===== src/rtl/tdm_pkg.sv =====
// Shared constants and FSM state type for the 8-slot TDM demultiplexer.
package tdm_pkg;

  localparam int NUM_SLOTS = 8;
  localparam int SLOT_W    = 3;

  typedef enum logic {
    HUNT   = 1'b0,
    LOCKED = 1'b1
  } state_e;

endpackage : tdm_pkg


===== src/rtl/tdm_demux1to8.sv =====
// Combinational decoder: a 3-bit slot index plus enable becomes a one-hot write-enable.
module demux1to8
  import tdm_pkg::*;
(
  input  logic [SLOT_W-1:0]    sel_i,
  input  logic                 en_i,
  output logic [NUM_SLOTS-1:0] onehot_o
);

  always_comb begin
    // NOTE: every always_comb output gets a default first so no path leaves it unassigned (no latch).
    onehot_o = '0;
    if (en_i) onehot_o[sel_i] = 1'b1;
  end

endmodule : demux1to8


===== src/rtl/tdm_demux8.sv =====
// Splits a framed time-multiplexed word stream into eight held channel registers,
// tracking frame alignment with a HUNT/LOCKED FSM and flagging framing errors.
module tdm_demux8
  import tdm_pkg::*;
#(
  parameter int DATA_W = 8
) (
  input  logic                        clk,
  input  logic                        rst_n,
  input  logic [DATA_W-1:0]           din,
  input  logic                        din_valid,
  input  logic                        frame_sync,
  output logic [NUM_SLOTS*DATA_W-1:0] ch_data,
  output logic [NUM_SLOTS-1:0]        ch_valid,
  output logic                        frame_done,
  output logic                        sync_err,
  output logic                        locked
);

  state_e                      state_q, state_d;
  logic [SLOT_W-1:0]           slot_q, slot_d;
  logic [NUM_SLOTS*DATA_W-1:0] ch_data_q;
  logic [NUM_SLOTS-1:0]        ch_valid_q;
  logic                        frame_done_q;
  logic                        sync_err_q, sync_err_d;
  logic                        wr_en;
  logic [SLOT_W-1:0]           wr_slot;
  logic [NUM_SLOTS-1:0]        wr_onehot;

  always_comb begin
    state_d    = state_q;
    slot_d     = slot_q;
    wr_en      = 1'b0;
    wr_slot    = slot_q;
    sync_err_d = 1'b0;
    if (din_valid) begin
      unique case (state_q)
        HUNT: begin
          if (frame_sync) begin
            wr_en   = 1'b1;
            wr_slot = '0;
            slot_d  = SLOT_W'(1);
            state_d = LOCKED;
          end
        end
        LOCKED: begin
          if (frame_sync) begin
            // A sync anywhere but slot 0 realigns to the new frame but is still an error.
            sync_err_d = (slot_q != '0);
            wr_en      = 1'b1;
            wr_slot    = '0;
            slot_d     = SLOT_W'(1);
          end else if (slot_q == '0) begin
            sync_err_d = 1'b1;
            slot_d     = '0;
            state_d    = HUNT;
          end else begin
            wr_en  = 1'b1;
            slot_d = slot_q + SLOT_W'(1);
          end
        end
        default: state_d = HUNT;
      endcase
    end
  end

  demux1to8 u_demux (
    .sel_i    (wr_slot),
    .en_i     (wr_en),
    .onehot_o (wr_onehot)
  );

  // NOTE: sequential state uses non-blocking (<=) so all registers update from pre-edge values.
  always_ff @(posedge clk or negedge rst_n) begin
    if (!rst_n) begin
      state_q      <= HUNT;
      slot_q       <= '0;
      ch_data_q    <= '0;
      ch_valid_q   <= '0;
      frame_done_q <= 1'b0;
      sync_err_q   <= 1'b0;
    end else begin
      state_q      <= state_d;
      slot_q       <= slot_d;
      ch_valid_q   <= wr_onehot;
      frame_done_q <= wr_onehot[NUM_SLOTS-1];
      sync_err_q   <= sync_err_d;
      for (int k = 0; k < NUM_SLOTS; k++) begin
        if (wr_onehot[k]) ch_data_q[k*DATA_W +: DATA_W] <= din;
      end
    end
  end

  assign ch_data    = ch_data_q;
  assign ch_valid   = ch_valid_q;
  assign frame_done = frame_done_q;
  assign sync_err   = sync_err_q;
  assign locked     = (state_q == LOCKED);

endmodule : tdm_demux8


===== config.mk =====
export PLATFORM = sky130hd
export DESIGN_NAME = tdm_demux8
export DESIGN_NICKNAME = d
export VERILOG_FILES = /design/src/rtl/tdm_pkg.sv /design/src/rtl/tdm_demux1to8.sv /design/src/rtl/tdm_demux8.sv
export SDC_FILE = /design/constraint.sdc
export NUM_CORES = 1
export LEC_CHECK = 0
export CAP_MARGIN = 20
export CORE_ASPECT_RATIO = 0.75
export CORE_MARGIN = 5
export CORE_UTILIZATION = 60
export DETAILED_ROUTE_END_ITERATION = 8
export DONT_BUFFER_PORTS = 1
export PLACE_DENSITY = 0.76
export SETUP_SLACK_MARGIN = 0.02
export SLEW_MARGIN = 30
export SYNTH_ARGS = -nofsm -noshare
export SYNTH_HDL_FRONTEND = slang
export SYNTH_HIERARCHICAL = 1
export SYNTH_SLANG_ARGS = --single-unit

===== constraint.sdc =====
create_clock -name clk -period 3.9 [get_ports clk]
set_clock_uncertainty 0.2 [all_clocks]
set_input_delay 0.78 -clock clk [delete_from_list [all_inputs] [get_ports clk]]
set_output_delay 0.78 -clock clk [all_outputs]
set_load 0.005 [all_outputs]

Word-level counts from Yosys, hierarchy flattened
Index checks and enable logic that the tools add are counted.
W data, S select, Z words.
{"block": "word_totals", "ff_bits": 78, "input_bits": 12, "out_inout_bits": 75, "wordCells": 40}
{"block": "classes", "add_sub_neg": 1, "magnitude_cmp": 2, "eq_ne": 1, "n_mux": 18, "bitwise": 1, "reduce_logical": 4}
{"operator": "$mux W3", "count": 5}
{"operator": "$mux W1", "count": 9}
{"operator": "$mux W8", "count": 1}
{"operator": "$pmux W3 S2", "count": 1}
{"operator": "$lt A3 B4 Y1 const B", "count": 1}
{"operator": "$add A3 B1 Y3 const B", "count": 1}
{"operator": "$demux W1 S3", "count": 1}
{"operator": "$ge A3 B1 Y1 const B", "count": 1}
{"operator": "$logic_not A3 Y1", "count": 1}
{"operator": "$reduce_bool A3 Y1", "count": 1}
{"operator": "$ne A2 B2 Y1 const B", "count": 1}
{"operator": "$pmux W1 S2", "count": 1}
{"operator": "$reduce_and A2 Y1", "count": 1}
{"operator": "$logic_and A1 B1 Y1", "count": 1}
{"operator": "$not A1 Y1", "count": 1}

Longest topological paths before layout
{"block": "depth", "depth_word": 7, "ltp_mapped": 8, "depth_no_buf": 7}

Hierarchy
The synthesis kept the hierarchy.
{"mod": "tdm_demux8", "n_inst": 1, "cells_each": 177, "area_each_um2": 2866.5, "seq_area_each_um2": 1926.8}
{"mod": "demux1to8", "n_inst": 1, "cells_each": 8, "area_each_um2": 95.1, "seq_area_each_um2": 0.0}

Worst setup path before layout
Ideal clock, no wire load.
{"block": "synth_path", "kind": "in2reg", "from": "input frame_sync", "to": "register ch_data_q[0], in the netlist ch_data[0]", "setup_time_ns": 0.125, "arrival_time_ns": 2.133, "required_time_ns": 3.575, "path_slack_ns": 1.442, "stages": 6, "path_buffers": 1, "path_cell_list": "inv_1 ha_1 a21oi_1 nor4b_2 buf_2 mux2_2"}
{"item": "start: declaration", "line_no": "tdm_demux8.sv:12", "text": "input logic frame_sync,"}
{"item": "$mux W1 (on tied branches)", "line_no": "tdm_demux8.sv:47, tdm_demux8.sv:39"}
{"item": "$pmux W1 S2 *", "line_no": "tdm_demux8.sv:37", "text": "unique case (state_q)"}
{"item": "$mux W1 *", "line_no": "tdm_demux8.sv:36", "text": "if (din_valid) begin"}
{"item": "net wr_en", "line_no": "tdm_demux8.sv:26", "text": "logic wr_en;"}
{"item": "$mux W8 *", "line_no": "tdm_demux1to8.sv:13", "text": "if (en_i) onehot_o[sel_i] = 1'b1;"}
{"item": "net wr_onehot[0]", "line_no": "tdm_demux8.sv:28", "text": "logic [NUM_SLOTS-1:0] wr_onehot;"}
{"item": "end signal: indexed assignment", "line_no": "tdm_demux8.sv:89", "text": "if (wr_onehot[k]) ch_data_q[k*DATA_W +: DATA_W] <= din;"}
{"item": "end: declaration", "line_no": "tdm_demux8.sv:22", "text": "logic [NUM_SLOTS*DATA_W-1:0] ch_data_q;"}
Mark *: on every way through the listed nets, which the timed path passes. The rest lies on a longest branch.
A chain may end at the register's enable or synchronous reset.

Worst setup path in the final report
{"block": "layout_path", "from": "register slot_q[0]", "to": "register ch_data_q[11], in the netlist ch_data[11]"}
{"item": "start: declaration", "line_no": "tdm_demux8.sv:21", "text": "logic [SLOT_W-1:0] slot_q, slot_d;"}
{"item": "start signal: assignment", "line_no": "tdm_demux8.sv:84", "text": "slot_q <= slot_d;"}
{"item": "$logic_not A3 Y1", "line_no": "tdm_demux8.sv:53", "text": "end else if (slot_q == '0) begin"}
{"item": "$mux W1", "line_no": "tdm_demux8.sv:53"}
{"item": "$mux W1", "line_no": "tdm_demux8.sv:47", "text": "if (frame_sync) begin"}
{"item": "$pmux W1 S2", "line_no": "tdm_demux8.sv:37"}
{"item": "$mux W1", "line_no": "tdm_demux8.sv:36"}
{"item": "net wr_en", "line_no": "tdm_demux8.sv:26"}
{"item": "$mux W8", "line_no": "tdm_demux1to8.sv:13"}
{"item": "net wr_onehot[1]", "line_no": "tdm_demux8.sv:28"}
The timed path passes the listed nets, and every way through them passes these cells.

==> results.toml <==
[setup_path]
critPathCapture = "ch_data[11]"
start_kind = "flop"
critPathLaunch = "slot_q[0]"
cp.arrival_ns = 2.84
setup.worst_path.end_class = "flop"
r2r_start = "slot_q[0]"
critical_path_required_ns = 3.92
r2r-end = "ch_data[11]"
reg2reg_slack_ns = 1.08
crit_type = "reg2reg"
crit_path_max_fanout = 9
r2r.worst_path.cells = 7

[sta]
tns_ns = 0
period_share_pct = 72.3
worst_slack_ns = 1.08
final_max_slew_viol_count = 0
final.min_clock_period_ns = 2.82
worst_slew_pin_slew_ns = 0.571
hold_violations = 0
rsz0062_at_grt = "no"
max_slew_margin_pct = 61.9
setup_viol = 0
fmax_mhz = 355

[pwr]
p_leak_uw = 0.00151
p_seq_share_pct = 57.5
p_clk_share_pct = 25.2
power_frac_comb_pct = 17.2
sw_frac_of_total_pct = 29.7
power_switching_uw = 690
finalPower_uw = 2330
cellPowerDensity_nw_per_um2 = 722
vdd_drop_max_mv = 0.453
internal-power_uw = 1640

[die]
rows = 22
core_region_area_um2 = 4840
start_util_pct = 61.1
pin_count = 87
die_y_um = 70.8
die_area_um2 = 6460
die_w_um = 91.1

[clock_network]
cts-root-buf = "clkbuf_8"
clockBufferDepth = 2
cts_sinks = 77
cts_buffers = 9
cts_resized = 0
clk_latency_ns = 0.34
cts_tree = "done"
hold_buffers = 1
cts_setup_buffers = 0
cts_htree_levels = 3
clk_pin_slew_ns = 0.08

[synth]
syn-cell-area_um2 = 2960
ys_seq_elements = 77
synth.net_count = 200
synthCells = 185
yosys_warnings = 6
avgSynthCellArea_um2 = 16.0
synth.distinct_cells = 25
yosysSeqAreaShare_pct = 65.1

[final_layout]
nets = 204
area_delta_synth_final_pct = 8.83
n_antenna_cell = 0
final_common_cell = "dfrtp_1"
final_cell_mix = "77 x dfrtp_1, 64 x mux2_2, 9 x clkbuf_8"
drive_above_1_share_pct = 45.4
fin_util_pct = 66.5
fill_cells = 351

[drt]
via_per_inst = 6.23
drt.antenna.violating_nets = 0
routed_wl_mm = 6.41
drt-wirelength-per-cell_um = 25.2
first_iter_violations = 59
drc_errors = 0
dr.pass1.iters = 4
vias = 1583

[worst_hold_path]
hold_class = "in2async"

[global_route]
grt_max_degree = 78
antenna_found_initial = 0
globalRouteTotalUtil_pct = 21.0
grt_pass1_wl_mm = 10.1
grt_overflow = 0
grt_pass1_vias = 1783

[job]
maxCapViolations = 0

[placement]
dp_slack_ns = 1.09
hpwl_mm = 4.38
portBuffers = 0
place_congestion = 0.723

[run_status]
status = "finished, final reports clean"
metal layers:
| layer | GRT usage (%) | vias up | wire length [um] |
|---|---|---|---|
| li1 | - | 671 | - |
| met1 | 23.8 | 831 | 2340 |
| met2 | 33.5 | 69 | 3200 |
| met3 | 11.6 | 12 | 789 |
| met4 | 7.98 | 0 | 87 |
| met5 | 0 | - | 0 |
how the worst min path moves through the flow:
stage                          from           to  slack, ns  cells past startpoint
after detailed placement      rst_n     sync_err       0.29                      0
after global placement        rst_n     sync_err       0.29                      0
after global routing          rst_n  ch_data[63]       0.13                      1
after CTS                     rst_n  ch_data[63]       0.12                      1
final                         rst_n   ch_data[1]       0.11                      1
after floorplan           slot_q[1]    slot_q[1]       0.27                      2
area by class of cell:
cell class	count	area (um2)	area share, %
clock buffers	10	128	3.96
well taps	60	75.1	2.33
repair buffers	2	35.0	1.09
flip-flops and latches	77	1930	59.8
inverters	6	22.5	0.699
multi-input cells	93	965	29.9
clock inverters	6	71.3	2.21
synthesized netlist by cell type, drive strengths merged:
master / count / area share, %
dfrtp: 77 / 65
mux2: 64 / 24
buf: 9 / 1.6
inv: 6 / 0.76
a21oi: 4 / 0.68
nand2: 4 / 0.59
and4b: 3 / 1.1
and4bb: 3 / 1.3
ha: 3 / 1.3
a21o: 1 / 0.25
and4: 1 / 0.34
mux2i: 1 / 0.34
nor2: 1 / 0.13
nor2b: 1 / 0.21
nor3b: 1 / 0.25
nor4b: 1 / 0.51
o211ai: 1 / 0.42
o21ai: 1 / 0.17
o22ai: 1 / 0.21
o41ai: 1 / 0.30
or3: 1 / 0.21
critical path, stage by stage (launching register included):
cell and delay, ns:
dfrtp_1 0.40, inv_1 0.07, ha_1 0.22, nor2b_1 0.17, ha_1 0.19, a21oi_1 0.40, and4bb_1 0.64, mux2_2 0.41
registers in the layout (all words and copies together), names as in the netlist:
name	cells
ch_valid	8
ch_data	64
locked	1
sync_err	1
slot_q	3
cell families (layout without fill, tap and decap cells):
kind of cell / after synthesis / after routing / share of synthesized area, %
mux: 65 / 65 / 24.7
buf+inv: 15 / 24 / 2.37
compound gates: 9 / 9 / 2.03
flops: 77 / 77 / 65.1
fa+ha+maj: 3 / 3 / 1.27
simple gates: 16 / 16 / 4.60
power by group through the flow:
stage	Combinational [uW]	Clock, uW	Sequential (uW)
after floorplan	327	0	1270
after global placement	350	0	1350
after detailed placement	386	0	1360
after CTS	407	606	1350
after global routing	447	643	1380
final	401	587	1340
stage by stage:
step | std cells | hold WS (ns) | area, um2
floorplan | 185 | 0.269 | 2960
global placement | 237 | 0.286 | 3000
detailed placement | 237 | 0.286 | 3000
CTS | 254 | 0.124 | 3220
global route | 254 | 0.131 | 3220
finish | 254 | 0.114 | 3220
Note: power is estimated with default switching activity, not from simulation.
==> RTL edit, RTL diff (same flow settings) <==
The package constant `SLOT_W` goes from 3 to 2.
--- a/src/rtl/tdm_pkg.sv
+++ b/src/rtl/tdm_pkg.sv
@@ -2,7 +2,7 @@
 package tdm_pkg;
 
   localparam int NUM_SLOTS = 8;
-  localparam int SLOT_W    = 3;
+  localparam int SLOT_W    = 2;
 
   typedef enum logic {
     HUNT   = 1'b0,
Behaviour: not the same (Yosys sat finds a counterexample within 10 cycles, from zero or initial values and one cycle with rst_n low).
==> RTL edit against the unedited design <==
  * Hold slack better by 0.021 ns
  * Routed wire length fell by 11%
  * Total power is 13% lower
  * Worst setup slack improved by 0.24 ns
  * Die area is 2.5% lower
  * Sequential share of layout area rose by 2.1 points
  * Sequential cell count fell by 1
  * Design area fell by 4.7%
  * Synthesized area decreased by 2.9%
  * Largest cell class unchanged
==> RTL edit: results (changes against the unedited design) <==
metric,value,unit,change
fill count,335,,-4.6%
pin count of the biggest net entering global routing,77,,-1.3%
Global Route Usage Sum,18.8,%,-2.2 points
Largest register FFs,64,,unchanged
Routed WL,5720,um,-11%
dpl hpwl,3930,um,-10%
VDD IR max,0.386,mV,-15%
global-route wire length before repair,9000,um,-11%
static leakage,1.36,nW,-9.7%
"Seq/Total Area, Yosys",66.1,%,+1.1 points
share of layout cells above drive strength 1,45.1,%,-0.25 points
final RePlAce weighted congestion,0.750,,+3.7%
vias per std cell,5.88,,-5.7%
"flops & latches, synth",76,,-1.3%
"top cells by count, synth","dfrtp_1 (76), mux2_2 (64), buf_2 (8)",,
flop-to-flop setup slack,1.32,ns,+0.24 ns
"top cells by area, synth","dfrtp_1 (66%), mux2_2 (25%), buf_2 (1.4%), buf_4 (1.3%), ha_1 (1.3%)",,
measured slew at the worst slew-check pin,0.655,ns,+0.0840 ns
WL met2,2850,um,-11%
M1 wire length,2280,um,-2.4%
Crit Reg-Reg Endpoint,ch_data[7],,
drt initial violations,66,,+12%
Met3 Routed Length,529,um,-33%
CP Data Arrival Time,2.60,ns,-0.24 ns
setup ws final,1.32,ns,+0.240 ns
Internal Power,1.46,mW,-11%
Post-synth ARST share,100,%,unchanged
Synth cell types,20,,-20%
outcome,finished clean,,
vias in the first global route,1529,,-14%
"worst slack, placed",1.12,ns,+0.0290 ns
-- RTL edit: how the worst max path moves through the flow --
stage / start / endpoint / cells past startpoint
floorplan: frame_sync / ch_data[0] / 8
global placement: frame_sync / ch_data[2] / 6
detailed placement: frame_sync / ch_data[1] / 6
CTS: slot_q[0] / ch_data[7] / 7
global route: slot_q[1] / ch_data[1] / 7
finish: slot_q[0] / ch_data[7] / 7
-- RTL edit: metal layers --
layer	global-route usage (%)	vias to the layer above
met2	30.3	51
met4	6.28	0
li1	-	611
met1	21.8	748
met3	9.76	7
met5	0	-
-- RTL edit: area by class of cell --
type / instances / area (um^2) / share of cell area [%]
Inverter: 4 / 15.0 / 0.489
Clock buffer: 11 / 141 / 4.60
Sequential cell: 76 / 1900 / 61.9
Clock inverter: 5 / 27.5 / 0.896
Tap cell: 57 / 71.3 / 2.32
Timing Repair Buffer: 1 / 27.5 / 0.896
Multi-Input combinational cell: 87 / 888 / 28.9
-- RTL edit: power groups by stage --
stage	clock network [mW]	registers (mW)	logic [mW]
global route	0.558	1.22	0.367
global placement	0	1.21	0.288
detailed placement	0	1.22	0.313
finish	0.512	1.19	0.329
floorplan	0	1.15	0.283
CTS	0.522	1.20	0.334
-- RTL edit: timing repair --
action,CTS,global route
endpoints found under the hold margin,76,0
setup endpoints to repair,0,0
resized for setup,0,0
hold buffers,1,0
-- RTL edit: per-stage QoR --
| stage | instances | area [um^2] | hold WS, ns |
|---|---|---|---|
| 6_report | 241 | 3070 | 0.135 |
| 5_1_grt | 241 | 3070 | 0.147 |
| 4_1_cts | 241 | 3070 | 0.139 |
| 3_5_place_dp | 224 | 2880 | 0.286 |
| 3_3_place_gp | 224 | 2880 | 0.286 |
| 2_1_floorplan | 181 | 2890 | 0.270 |
-- RTL edit: logic make-up (layout without fill, tap and decap cells) --
group	count (synthesis)	in the layout	share of synthesized area [%]
AOI/OAI and AO/OA	8	8	1.91
adders and majority gates	3	3	1.31
buffers and inverters	18	21	3.39
muxes	64	64	25.1
and+or+nand+nor	8	8	2.09
DFF	76	76	66.1
other	1	4	0.130
-- RTL edit: worst max-delay path, delay by kind of cell (launching register included) --
family,cells,cell delay [ns]
AOI/OAI and AO/OA,1,0.29
adders and majority gates,2,0.39
buffers and inverters,1,0.07
DFF,1,0.35
muxes,1,0.41
and+or+nand+nor,2,0.77
